## config.mk

```make
export PLATFORM = sky130hd
export DESIGN_NAME = fifo_cc_flex
export DESIGN_NICKNAME = d
export VERILOG_FILES = /design/src/rtl/fifo_cc_flex.sv
export SDC_FILE = /design/constraint.sdc
export NUM_CORES = 1
export LEC_CHECK = 0
export CAP_MARGIN = 20
export CORE_UTILIZATION = 50
export CTS_BUF_LIST = sky130_fd_sc_hd__clkbuf_4
export DETAILED_ROUTE_END_ITERATION = 10
export DONT_BUFFER_PORTS = 1
export GPL_TIMING_DRIVEN = 1
export PLACE_DENSITY_LB_ADDON = 0.2
export SKIP_CTS_REPAIR_TIMING = 1
export SKIP_LAST_GASP = 1
export SYNTH_ARGS = -nofsm -noshare
export SYNTH_HDL_FRONTEND = slang
export SYNTH_SLANG_ARGS = --single-unit
```

## constraint.sdc

```tcl
create_clock -name clk -period 7 [get_ports clk]
set_input_delay 0.7 -clock clk [delete_from_list [all_inputs] [get_ports clk]]
set_output_delay 0.7 -clock clk [all_outputs]
set_load 0.01 [all_outputs]
```

## src/rtl/fifo_cc_flex.sv

```systemverilog
// Single-clock FIFO: arbitrary depth, occupancy count, programmable almost flags,
// sticky errors, FWFT or registered read. Define FIFO_CC_FLEX_HWM_EN to add the hwm port.
module fifo_cc_flex #(
    parameter int WIDTH    = 64,
    parameter int DEPTH    = 5,
    parameter bit FWFT     = 1'b1,
    parameter int AF_LEVEL = 4,
    parameter int AE_LEVEL = 1,
    localparam int CW      = $clog2(DEPTH + 1)
) (
    input  logic             clk,
    input  logic             srst,
    input  logic [WIDTH-1:0] din,
    input  logic             wr_en,
    output logic             full,
    output logic             almost_full,
    output logic [WIDTH-1:0] dout,
    input  logic             rd_en,
    output logic             empty,
    output logic             almost_empty,
    output logic [CW-1:0]    count,
    input  logic             err_clr,
    output logic             overflow,
    output logic             underflow
`ifdef FIFO_CC_FLEX_HWM_EN
    ,
    output logic [CW-1:0]    hwm
`endif
);

    localparam int PW = $clog2(DEPTH);
    localparam logic [CW-1:0] DEPTH_C = CW'(DEPTH);
    localparam logic [CW-1:0] AF_C    = CW'(AF_LEVEL);
    localparam logic [CW-1:0] AE_C    = CW'(AE_LEVEL);

    logic [WIDTH-1:0] mem [DEPTH];
    logic [PW-1:0]    wr_ptr;
    logic [PW-1:0]    rd_ptr;
    logic [CW-1:0]    count_nxt;
    logic             wr_acc;
    logic             rd_acc;

    // Handshake: wr_en/rd_en are requests, !full/!empty are the matching readies;
    // a transfer happens only at a clk edge where request and ready are both high.
    assign wr_acc = wr_en & ~full;
    assign rd_acc = rd_en & ~empty;

    assign full         = (count == DEPTH_C);
    assign empty        = (count == '0);
    assign almost_full  = (count >= AF_C);
    assign almost_empty = (count <= AE_C);

    // Pointers wrap by explicit compare so DEPTH need not be a power of two.
    function automatic logic [PW-1:0] ptr_inc(input logic [PW-1:0] p);
        return (p == PW'(DEPTH - 1)) ? '0 : p + PW'(1);
    endfunction

    always_comb begin
        count_nxt = count;
        if (wr_acc && !rd_acc)
            count_nxt = count + CW'(1);
        else if (rd_acc && !wr_acc)
            count_nxt = count - CW'(1);
    end

    always_ff @(posedge clk) begin
        if (!srst && wr_acc)
            mem[wr_ptr] <= din;
    end

    always_ff @(posedge clk) begin
        if (srst) begin
            wr_ptr <= '0;
            rd_ptr <= '0;
            count  <= '0;
        end else begin
            if (wr_acc)
                wr_ptr <= ptr_inc(wr_ptr);
            if (rd_acc)
                rd_ptr <= ptr_inc(rd_ptr);
            count <= count_nxt;
        end
    end

    // A new error event in the same cycle as err_clr keeps the flag set.
    always_ff @(posedge clk) begin
        if (srst) begin
            overflow  <= 1'b0;
            underflow <= 1'b0;
        end else begin
            if (wr_en && full)
                overflow <= 1'b1;
            else if (err_clr)
                overflow <= 1'b0;
            if (rd_en && empty)
                underflow <= 1'b1;
            else if (err_clr)
                underflow <= 1'b0;
        end
    end

    generate
        if (FWFT) begin : g_fwft
            assign dout = mem[rd_ptr];
        end else begin : g_reg
            always_ff @(posedge clk) begin
                if (srst)
                    dout <= '0;
                else if (rd_acc)
                    dout <= mem[rd_ptr];
            end
        end
    endgenerate

`ifdef FIFO_CC_FLEX_HWM_EN
    always_ff @(posedge clk) begin
        if (srst)
            hwm <= '0;
        else if (err_clr)
            hwm <= count;
        else if (count_nxt > hwm)
            hwm <= count_nxt;
    end
`endif

endmodule
```

==> impl_results.md <==
- Critical path's slowest cell: dfxtp_4
- Final setup violation count: 0
- PwrDens: 329 nW/µm²
- Register area share after synthesis: 78.0%
- FP Rows: between 50 and 60
- Synth Cell Area: between 10000 and 15000 µm²
- Wirelength, routed: around 23000 µm
- Post-Syn Instances: 550
- Die Area: 26000 µm²
- Cell family with most CP delay: multiplexers
- Hold crit path type: input port to flip-flop
- Clock Sinks: 334
- Area Growth Syn to Fin: 10.4%
- Fin Setup TNS: 0 ns
- Worst R2R Setup Slack: roughly 3.6 ns
- Achievable frequency: 263 MHz
- CP peak stage delay: 0.78 ns
- Clk slew on worst S/H paths: approximately 0.060 ns
- Endpoints failing hold: 0
- Worst Path Max Fanout: 33
- Distinct cells, synth: 31
- Synthesized Nets: 628
- Core area: 24600 µm²
- Number of enable flip-flop cells after synthesis: 320
- Vias: ~5600
- Worst Tran Pin Value: 1.05 ns
- Slew headroom: 29.8%
- Worst R2R Start: count[1]
- Crit Path Category: flip-flop to primary output
- Setup Skew: 0.0292 ns
- First-pass GRT wire length: 34700 µm
- Num CTS Buffers: 84
- Most common cell in the netlist: edfxtp_1
- Critical Path Sink Type: primary output
- Fin Hold WS: 0.104 ns
- Leakage power figure: 4.45 nW
- Initial core utilization: 51.6%
- I/O pin total: 142
- Clk Latency, worst-skew pair: roughly 0.66 ns
- Synth area leaders: edfxtp_1 76%, mux4_2 11%, mux2_2 5.7%
- Die Span X: 161 µm
- Chip Height: ~160 µm
- Initial DRC count: 262
- Hpwl dp: 12000 µm
- Clk root buf: clkbuf_4
- Worst r2r path cells: 6
- Shortest period the worst path allows: 3.80 ns
- Vias per std cell: 5.60
- DR pass1 iterations: 4
- Final period utilization: 54.3%
- Initial antenna violation count: 1
- Outcome: completed
- DRC Markers: 0
- Synth Flop Type: edfxtp_1
- Post-synthesis register bit count: 334
- CTS tree: built
- Yosys warnings: 0
- Post-Syn Area per Cell: 23.1 µm²
- Share of cells above drive strength 1: 39.4%
- Max_cap viols: 0
- Largest net degree at the start of global routing: 65
- Vias in the first global route: 6270
- Final net count: 695
- Grt total ovfl: 0
- Most frequent cells after synthesis: 320 x edfxtp_1, 64 x mux2_2, 60 x mux4_2, 14 x dfxtp_1, 11 x nor2_1
- CTS max path bufs: 3
- Critical path depth in cells: 3
- Post-synth top area cell: edfxtp_1
- Worst vdd ir: 168 µV
- Top cell type's share of synthesized area: between 70% and 80%
- Antenna viol nets, final: 0
- Cell Chain, Critical Path: buf_4, mux4_1, mux2_2
- Gpl congestion: around 0.7
- Ys async rst share: 0%
- Worst flop-to-flop path endpoint: mem[2][36]
- Arr. time, crit path: 3.10 ns
- Crit path buf inv count: 1
- Input/output buffers: 0
- H-Tree Depth: 3
- RSZ-0062 raised after global routing: no
- Crit start category: flip-flop
- All-Layer GR Usage: 18.1%
- Wire per inst: about 23 µm
- Crit path to: dout[63]
- Data required time of the critical path: 6.30 ns
- Pins Over Slew Limit: 0
==> per-layer routing <==
| layer | track usage [%] | share of wire, % | up-vias |
|---|---|---|---|
| met2 | 29.3 | 49 | 191 |
| met5 | 0 | 0 | - |
| li1 | - | - | 2460 |
| met1 | 21.8 | 42 | 2899 |
| met3 | 6.86 | 7.9 | 34 |
| met4 | 7.85 | 1.8 | 0 |
==> area by class of cell <==
class	count	area (µm²)
inverters	9	33.8
well taps	324	405
clock buffers	123	923
diodes	1	2.50
flip-flops and latches	334	9900
repair buffers	4	30.0
fillers	1876	10600
clock inverters	18	120
multi-input cells	184	2590
==> sequential cells by signal (all words and copies together) (netlist names), named ones only <==
| signal | flops |
|---|---|
| mem | 320 |
| underflow | 1 |
| overflow | 1 |
| wr_ptr | 3 |
| rd_ptr | 3 |
| count | 3 |
==> through the flow <==
stage	instances	power [mW]	util, %	area, µm²	worst slack [ns]
5_1_grt	997	4.83	56.9	14000	2.90
3_3_place_gp	855	3.07	52.7	13000	3.71
3_5_place_dp	855	3.09	52.7	13000	3.58
2_1_floorplan	550	3.00	-	12700	2.66
6_report	997	4.61	56.9	14000	3.20
4_1_cts	996	4.69	56.9	14000	3.01
==> logic make-up (layout without fill, tap and decap cells) <==
logic type               after synthesis  count (layout)  synth area share, %
flip-flops                           334             334                 78.0
multiplexers                         132             132                 17.5
buffers and inverters                 32             154                 1.84
AND/OR/NAND/NOR                       25              25                0.927
AO/OA/AOI/OAI                         16              16                0.769
adder cells (fa/ha/maj)                9               9                0.888
XOR/XNOR                               2               2                0.138
other                                  0               1                    0
==> placed cells by master, fill, tap and decap left out, drive strengths merged, types with 2 or more instances in the layout <==
cell    netlist  layout
nand2         2       2
nand3         3       3
inv           9      12
o21ai         4       4
ha            9       9
dfxtp        14      14
nor3          4       4
clkbuf        9     123
mux2         64      64
nor2         11      11
a22oi         2       2
bufinv        0       2
edfxtp      320     320
mux4         64      64
buf          14       4
clkinv        0      13
a21oi         7       7
mux2i         4       4
==> how the worst min path moves through the flow <==
stage / startpoint / to / slack (ns) / depth (start not counted)
after floorplan: rd_ptr[1] / flip-flop / 0.48 / 2
after global placement: rd_ptr[1] / flip-flop / 0.48 / 2
after detailed placement: rd_ptr[2] / flip-flop / 0.55 / 2
after CTS: srst / count[2] / 0.03 / 1
after global routing: srst / count[2] / 0.04 / 1
final: srst / count[2] / 0.10 / 1
==> where the power goes <==
| part | internal (mW) | switching (mW) | leakage [nW] |
|---|---|---|---|
| logic | 0.336 | 0.310 | 0.803 |
| registers | 2.27 | 0.105 | 3.02 |
| clock network | 0.871 | 0.712 | 0.627 |
| total | 3.48 | 1.13 | 4.45 |
Note: power is estimated with default switching activity, not from simulation.
